--- src/rtl/seg7_pkg.sv ---
// Shared types and helpers for the seven-segment feed controller.
package seg7_pkg;

  typedef enum logic [1:0] {
    IDLE    = 2'd0,
    CONVERT = 2'd1,
    UPDATE  = 2'd2,
    DWELL   = 2'd3
  } state_t;

  localparam logic [3:0] TAG_SRC0 = 4'hA;
  localparam logic [3:0] TAG_SRC1 = 4'hB;
  localparam int BCD_DIGITS = 3;

  // Double-dabble correction applied to one BCD nibble before each shift.
  function automatic logic [3:0] add3(input logic [3:0] d);
    return (d >= 4'd5) ? d + 4'd3 : d;
  endfunction

endpackage

--- src/rtl/bin2bcd_seq.sv ---
// Sequential double-dabble converter: one add-3/shift step per cycle.
// The first shift happens while the value is loaded, so the result is registered after DATA_W steps.
module bin2bcd_seq
  import seg7_pkg::*;
#(
  parameter int DATA_W = 10
) (
  input  logic                      clk,
  input  logic                      rst_n,
  input  logic                      start,
  input  logic [DATA_W-1:0]         bin,
  output logic                      done,
  output logic [BCD_DIGITS*4-1:0]   bcd
);

  localparam int BW = BCD_DIGITS * 4;
  localparam int CW = $clog2(DATA_W + 1);

  logic [BW-1:0]     bcd_sr;
  logic [DATA_W-1:0] bin_sr;
  logic [CW-1:0]     cnt;
  logic              running;

  function automatic logic [BW-1:0] dd_step(input logic [BW-1:0] b, input logic msb);
    logic [BW-1:0] a;
    for (int i = 0; i < BCD_DIGITS; i++) a[i*4 +: 4] = add3(b[i*4 +: 4]);
    return {a[BW-2:0], msb};
  endfunction

  assign done = running && (cnt == CW'(DATA_W));
  assign bcd  = bcd_sr;

  always_ff @(posedge clk) begin
    if (!rst_n) begin
      bcd_sr  <= '0;
      bin_sr  <= '0;
      cnt     <= '0;
      running <= 1'b0;
    end else if (start) begin
      bcd_sr  <= dd_step('0, bin[DATA_W-1]);
      bin_sr  <= bin << 1;
      cnt     <= CW'(1);
      running <= 1'b1;
    end else if (running) begin
      if (done) begin
        running <= 1'b0;
      end else begin
        bcd_sr <= dd_step(bcd_sr, bin_sr[DATA_W-1]);
        bin_sr <= bin_sr << 1;
        cnt    <= cnt + CW'(1);
      end
    end
  end

endmodule

--- src/rtl/seg7_feed_ctrl.sv ---
// Arbitrates two result sources, converts to BCD and presents a tagged display word.
// Define SEG7_DWELL_EN to hold each displayed value for DWELL_CYCLES before accepting the next.
module seg7_feed_ctrl
  import seg7_pkg::*;
#(
  parameter int DATA_W       = 10,
  parameter int MAX_VAL      = 999,
  parameter int DWELL_CYCLES = 50_000_000
) (
  input  logic              clk1,
  input  logic              rst_n,
  input  logic              in0_valid,
  input  logic [DATA_W-1:0] in0_data,
  output logic              in0_ready,
  input  logic              in1_valid,
  input  logic [DATA_W-1:0] in1_data,
  output logic              in1_ready,
  output logic [15:0]       bcd,
  output logic              bcd_update,
  output logic              ovf,
  output logic              busy,
  output logic [1:0]        fsm_state
);

  // Handshake: a source's value is taken on the rising edge where its valid and ready are both high.
  // Ready is only ever high in IDLE, and only for the granted source.

  localparam logic [DATA_W-1:0] MAX_W = DATA_W'(MAX_VAL);

  state_t                  state;
  logic                    last_grant;
  logic                    grant;
  logic                    take;
  logic                    sat;
  logic [3:0]              tag;
  logic                    ovf_pending;
  logic [DATA_W-1:0]       sel_data;
  logic [DATA_W-1:0]       eng_data;
  logic                    conv_done;
  logic [BCD_DIGITS*4-1:0] conv_bcd;

`ifdef SEG7_DWELL_EN
  localparam int DW = $clog2(DWELL_CYCLES + 1);
  logic [DW-1:0] dwell_cnt;
`else
  localparam int unused_dwell = DWELL_CYCLES;
`endif

  always_comb begin
    if (in0_valid && in1_valid) grant = ~last_grant;
    else                        grant = in1_valid;
  end

  assign in0_ready = rst_n && (state == IDLE) && in0_valid && !grant;
  assign in1_ready = rst_n && (state == IDLE) && in1_valid && grant;
  assign take      = in0_ready || in1_ready;
  assign sel_data  = grant ? in1_data : in0_data;
  assign sat       = sel_data > MAX_W;
  assign eng_data  = sat ? MAX_W : sel_data;
  assign busy      = (state != IDLE);
  assign fsm_state = state;

  bin2bcd_seq #(.DATA_W(DATA_W)) u_conv (
    .clk   (clk1),
    .rst_n (rst_n),
    .start (take),
    .bin   (eng_data),
    .done  (conv_done),
    .bcd   (conv_bcd)
  );

  // Display registers load on the edge entering UPDATE so the new word and pulse appear in UPDATE.
  always_ff @(posedge clk1) begin
    if (!rst_n) begin
      state       <= IDLE;
      bcd         <= '0;
      bcd_update  <= 1'b0;
      ovf         <= 1'b0;
      last_grant  <= 1'b1;
      tag         <= '0;
      ovf_pending <= 1'b0;
`ifdef SEG7_DWELL_EN
      dwell_cnt   <= '0;
`endif
    end else begin
      bcd_update <= 1'b0;
      case (state)
        IDLE: begin
          if (take) begin
            tag         <= grant ? TAG_SRC1 : TAG_SRC0;
            ovf_pending <= sat;
            last_grant  <= grant;
            state       <= CONVERT;
          end
        end
        CONVERT: begin
          if (conv_done) begin
            bcd        <= {tag, conv_bcd};
            ovf        <= ovf_pending;
            bcd_update <= 1'b1;
            state      <= UPDATE;
          end
        end
        UPDATE: begin
`ifdef SEG7_DWELL_EN
          dwell_cnt <= '0;
          state     <= DWELL;
`else
          state     <= IDLE;
`endif
        end
`ifdef SEG7_DWELL_EN
        DWELL: begin
          if (dwell_cnt == DW'(DWELL_CYCLES - 1)) state <= IDLE;
          else                                    dwell_cnt <= dwell_cnt + DW'(1);
        end
`endif
        default: state <= IDLE;
      endcase
    end
  end

endmodule

--- config.mk ---
export PLATFORM = sky130hd
export DESIGN_NAME = seg7_feed_ctrl
export DESIGN_NICKNAME = d
export VERILOG_FILES = /design/src/rtl/seg7_pkg.sv /design/src/rtl/bin2bcd_seq.sv /design/src/rtl/seg7_feed_ctrl.sv
export SDC_FILE = /design/constraint.sdc
export NUM_CORES = 1
export LEC_CHECK = 0
export BUFFER_PORTS_ARGS = -buffer_cell sky130_fd_sc_hd__buf_2
export CAP_MARGIN = 20
export CORE_MARGIN = 4
export CORE_UTILIZATION = 56
export CTS_BUF_LIST = sky130_fd_sc_hd__clkbuf_8
export DETAILED_ROUTE_END_ITERATION = 6
export GPL_TIMING_DRIVEN = 0
export PLACE_DENSITY = 0.8
export SKIP_CTS_REPAIR_TIMING = 1
export SLEW_MARGIN = 20
export SYNTH_ARGS = -nofsm -noshare
export SYNTH_HDL_FRONTEND = slang
export SYNTH_SLANG_ARGS = --single-unit
--- constraint.sdc ---
create_clock -name clk1 -period 2.3 [get_ports clk1]
set_input_delay 0.46 -clock clk1 [delete_from_list [all_inputs] [get_ports clk1]]
set_output_delay 0.46 -clock clk1 [all_outputs]
set_load 0.02 [all_outputs]
==> results of run 1 <==
worst paths after layout:
path                                                     from                             to  slack [ns]  cells after the start
worst max register to register     u_conv.cnt[0]$_SDFFE_PN0P_     u_conv.bcd[2]$_SDFFE_PP0P_        0.45                      7
worst min register to register  u_conv.bin_sr[8]$_SDFFE_PN0P_  u_conv.bin_sr[9]$_SDFFE_PN0P_        0.48                      2
worst max-delay path                fsm_state[0]$_SDFFE_PN0P_                      in0_ready        0.23                      3
worst min-delay path            u_conv.bin_sr[8]$_SDFFE_PN0P_  u_conv.bin_sr[9]$_SDFFE_PN0P_        0.48                      2
power by group through the flow:
stage	sequential [µW]	clock, µW	combinational, µW
final	881	503	189
after global routing	885	533	210
after CTS	880	507	190
after detailed placement	899	0	190
after global placement	899	0	184
after floorplan	896	0	129
cells by family after synthesis:
logic type      share of synthesized area, %
simple gates                            15.5
xor+xnor                                2.76
mux                                     14.1
fa+ha+maj                               4.50
buf+inv                                 4.90
flops                                   43.2
compound gates                          14.9
other cells                            0.169
state kept, by name, indices dropped and copies added, names as in the netlist:
register        cells
fsm_state           2
last_grant          1
tag                 2
u_conv.bin_sr       9
u_conv.cnt          4
ovf_pending         1
u_conv.bcd         12
u_conv.running      1
bcd                14
ovf                 1
bcd_update          1
worst reg2reg max path: cells and delay by family (launching register included):
family          cells  cell delay [ns]
compound gates      1             0.24
simple gates        3             0.73
fa+ha+maj           1             0.20
flops               1             0.40
buf+inv             2             0.22
cells in the final DEF, fill, tap and decap left out, types with 7 or more instances in the layout:
cell	n
a21oi_1	16
buf_2	48
dfxtp_1	48
ha_1	8
inv_1	11
mux2_2	10
mux2i_1	20
nand2_1	18
nor2_1	31
o21ai_0	15
o2bb2ai_1	7
metrics by stage:
stage	util [%]	total power, µW	std cells	area, µm²
after floorplan	-	1030	242	2220
after global placement	67.0	1080	335	2510
after detailed placement	67.0	1090	335	2510
after CTS	69.4	1580	343	2600
after global routing	69.4	1630	343	2600
final	69.4	1570	343	2600
final cells by class:
cell class | instances | area share, %
clock inverter | 2 | 0.289
multi-input combinational | 171 | 44.4
tap | 48 | 2.31
inverter | 9 | 1.30
timing repair buffer | 45 | 8.67
buffer | 14 | 2.89
clock buffer | 6 | 3.18
sequential | 48 | 37.0
synth_stat cells, types with 2 or more instances:
| library cell | instances |
|---|---|
| a211oi_1 | 2 |
| a21oi_1 | 16 |
| a221oi_1 | 2 |
| a31oi_1 | 5 |
| and2_1 | 3 |
| and3_1 | 2 |
| buf_2 | 3 |
| buf_4 | 5 |
| clkbuf_1 | 6 |
| dfxtp_1 | 48 |
| ha_1 | 8 |
| inv_1 | 9 |
| mux2_2 | 10 |
| mux2i_1 | 20 |
| nand2_1 | 18 |
| nand2b_1 | 3 |
| nand3_1 | 3 |
| nand4_1 | 3 |
| nor2_1 | 31 |
| nor3_1 | 2 |
| o21ai_0 | 15 |
| o2bb2ai_1 | 7 |
| or3_1 | 2 |
| xnor2_1 | 4 |
| xor2_1 | 3 |
routing by layer:
metal | global-route usage, % | wire [µm] | up-vias
met5 | 0 | 0 | -
met4 | 9.81 | 107 | 0
met3 | 3.55 | 221 | 11
met2 | 31.3 | 2270 | 32
met1 | 24.0 | 2060 | 875
li1 | - | - | 935
==> impl_metrics.toml, run 1 <==
[routing]
firstDrtPassIters = 4
dr_total_vias = 1853
via_per_inst = 5.40
routed_wl_um = 4660
drtAntennaViolNets = 0
post_drt_wl_per_cell_um = 13.6
drt_iter0_drc = 54
drc_errors = 0

[placement]
gp_congestion = 0.798
dp_hpwl_um = 3520
place_ws_ns = 0.358
port_buffers = 45

[global_routing]
antenna_found_initial = 0
grt_pass1_vias = 1807
grt_pass1_wl_um = 7780
grt-ovfl-total = 0
grt_usage_pct = 19.1
grt_max_degree = 14

[floorplan]
dieWidth_um = 71.0
core-area_mm2 = 0.00374
start_util_pct = 59.4
die_h_um = 71.0
dieArea_mm2 = 0.00504
io_pins = 47
row_count = 22

[pwr]
clockPowerShare_pct = 32.0
ir_worst_vdd_uv = 382
seq_power_share_pct = 56.0
power_frac_comb_pct = 12.0
pwr_density_cell_mw_per_mm2 = 605
p_int_uw = 1180
p_sw_share_pct = 25.2
switchingPower_uw = 396
power.leakage_uw = 0.00108

[sta]
grt_setup_unrepaired = "no"
min_period_ns = 2.07
drv_slew = 0
fmax_mhz = 482
hold_viol = 0
worst_slack_ns = 0.227
tns_ns = 0
setup_violations = 0
skew_ns = 0.00985
period_share_pct = 90.1
holdWs_ns = 0.478

[yosys]
async_flop_share_pct = 0
synth_edf_count = 0
syn_nets = 274
synth_cells = 242
syn_area_mm2 = 0.00222
seq_area_frac_synth_pct = 43.2
yosysTopAreaCellShare_pct = 43.2
ys.flop_type = "dfxtp_1"
synth-seq-cells = 48
yosysTopAreaCell = "dfxtp_1"
synth_area_leaders = "dfxtp_1 (43%), mux2i_1 (9.0%), nor2_1 (5.2%)"
ys_types = 37
yosys_warnings = 0
syn_avg_cell_area_um2 = 9.18

[finish]
nets = 326
multiInputGateArea_mm2 = 0.00115
layout-drive-gt1-share_pct = 25.1
seq_area_um2 = 961
syn_to_final_growth_pct = 16.9
fill_cells = 300
diodes = 0

[flow_run]
drv_cap = 0

[cts]
clk_pin_slew_ns = 0.09
cts_tree = "done"
htree_levels = 2
cts_max_path_buffers = 2
cts_sinks = 48
numCtsBuffers = 5
clock-root-buffer = "clkbuf_8"
clkLatencyLatePin_ns = 0.31

[critical_path]
cp-start-kind = "flop"
critPathCaptureType = "primary output"
worstPathBufferInverterCount = 1
worstPathRequired_ns = 1.84
crit_family = "simple AND/OR/NAND/NOR gates"
cpPeakStageDelay_ns = 0.42
crit_type = "reg -> out"
arrival_ns = 1.61
crit_fanout = 4
cp_slowest_cell = "or3b_1"
critical_path.cell_chain = "or3b_1 > nor3b_1 > buf_2"

[status]
outcome = "finished, final reports clean"

[worst_hold_path]
hold_path_class = "reg -> reg"
No activity file was read; power rests on OpenSTA's default activity.
==> run 2, diff against run 1 <==
- PLACE_DENSITY: 0.8 -> 0.78
==> run 2 against run 1 <==
  * Maximum frequency rose by 2.8%
  * Sequential share of layout area is the same
  * Non-clock buffer count is the same
  * Critical path depth unchanged
  * Routed wire length decreased by 2.9%
  * Combinational power hardly changed
  * Sequential power is essentially flat
  * Largest power group unchanged
==> impl_metrics.toml, run 2 (synthesis results as in run 1) <==
[sta]
period_share_pct = 87.7
skew_ns = 0.00344
worst_slack_ns = 0.283
hold_viol = 0
setup_violations = 0
min_period_ns = 2.02
max_slew.worst_pin.slew_ns = 0.501
drv_slew = 0
tns_ns = 0
relSlewSlack_pct = 66.6
fmax_mhz = 496
grt_setup_unrepaired = "no"

[finish]
fill_cells = 310
syn_to_final_growth_pct = 16.9
largest_reg_flops = 14
diodes = 0
multiInputGateArea_mm2 = 0.00115
reg.largest.list = "bcd (14), u_conv.bcd (12), u_conv.bin_sr (9)"
mostFrequentLayoutCells = "buf_2 (48), dfxtp_1 (48), nor2_1 (31)"
layout-drive-gt1-share_pct = 25.1
seq_area_um2 = 961
nets = 326
regMostFlops = "bcd"

[floorplan]
row_count = 22
die_h_um = 71.0
dieArea_mm2 = 0.00504
core-area_mm2 = 0.00374
start_util_pct = 59.4
dieWidth_um = 71.0
io_pins = 47

[routing]
via_per_inst = 5.34
routed_wl_um = 4520
drc_errors = 0
drtAntennaViolNets = 0
drt_iter0_drc = 104
firstDrtPassIters = 4
dr_total_vias = 1833
post_drt_wl_per_cell_um = 13.2

[worst_hold_path]
min_from = "u_conv.bin_sr[7]$_SDFFE_PN0P_"
min_path_cells = 2
holdPathEnd = "u_conv.bin_sr[8]$_SDFFE_PN0P_"
hold_path_class = "reg -> reg"

[global_routing]
grt_pass1_wl_um = 7800
grt_max_degree = 14
grt_usage_pct = 19.0
grt-ovfl-total = 0
antenna_found_initial = 0
grt_pass1_vias = 1766

[pwr]
ir_worst_vdd_uv = 442
power.leakage_uw = 0.00108
pwr_density_cell_mw_per_mm2 = 606

[cts]
clock-root-buffer = "clkbuf_8"
clkLatencyLatePin_ns = 0.30
clk_pin_slew_ns = 0.08
cts_max_path_buffers = 2
cts_sinks = 48
htree_levels = 2
cts_tree = "done"
numCtsBuffers = 5

[placement]
gp_congestion = 0.807
place_ws_ns = 0.362
port_buffers = 45
dp_hpwl_um = 3430

[critical_path]
reg2reg_from = "u_conv.cnt[0]$_SDFFE_PN0P_"
worstPathBufferInverterCount = 1
r2r_cells = 7
timing.rr.end = "u_conv.bcd[2]$_SDFFE_PP0P_"
crit_family = "simple AND/OR/NAND/NOR gates"
critPathCaptureType = "primary output"
arrival_ns = 1.56
crit_fanout = 4
crit_type = "reg -> out"
cp_slowest_cell = "or3b_1"
cpPeakStageDelay_ns = 0.42
cp-start-kind = "flop"
worstPathRequired_ns = 1.84
r2r_slack_ns = 0.45
critical_path.cell_chain = "or3b_1 > nor3b_1 > buf_2"

[flow_run]
drv_cap = 0

[status]
outcome = "finished, final reports clean"
[run 2: layer usage]
metal / GRT usage, % / vias to the layer above / wire length (µm)
li1: - / 937 / -
met1: 24.4 / 855 / 2160
met2: 31.8 / 34 / 2110
met3: 3.13 / 7 / 169
met4: 7.52 / 0 / 83
met5: 0 / - / 0
[run 2: worst max path at each step]
stage | cells past startpoint | from | end
floorplan | 3 | in1_valid | in0_ready
global placement | 5 | in0_valid | in1_ready
detailed placement | 5 | in0_valid | in1_ready
CTS | 3 | fsm_state[0]$_SDFFE_PN0P_ | in0_ready
global route | 3 | fsm_state[0]$_SDFFE_PN0P_ | in0_ready
finish | 3 | fsm_state[0]$_SDFFE_PN0P_ | in0_ready
[run 2: area by class of cell]
class / instances / area share (%)
multi-input cells: 171 / 44.4
flip-flops and latches: 48 / 37.0
inverters: 9 / 1.30
plain buffers: 14 / 2.89
well taps: 48 / 2.31
clock buffers: 6 / 3.18
repair buffers: 45 / 8.67
clock inverters: 2 / 0.289
[run 2: stage by stage]
step / util (%) / power, µW / hold WS (ns) / instance area (µm²) / cells
final: 69.4 / 1570 / 0.477 / 2600 / 343
after detailed placement: 67.0 / 1090 / 0.466 / 2510 / 335
after floorplan: - / 1030 / 0.440 / 2220 / 242
after global routing: 69.4 / 1640 / 0.489 / 2600 / 343
after CTS: 69.4 / 1580 / 0.480 / 2600 / 343
after global placement: 67.0 / 1080 / 0.455 / 2510 / 335
[run 2: worst reg2reg max path, delay by kind of cell, from the launching register on]
kind	cells	cell delay, ns
DFF	1	0.40
buffers and inverters	2	0.22
adders and majority gates	1	0.21
AOI/OAI and AO/OA	1	0.24
and+or+nand+nor	3	0.73
[run 2: report_power, final]
part / total, µW / switching [µW] / internal (µW)
Combinational: 187 / 106 / 81.2
Sequential: 880 / 20.5 / 859
Clock: 506 / 270 / 237
Total: 1570 / 396 / 1180
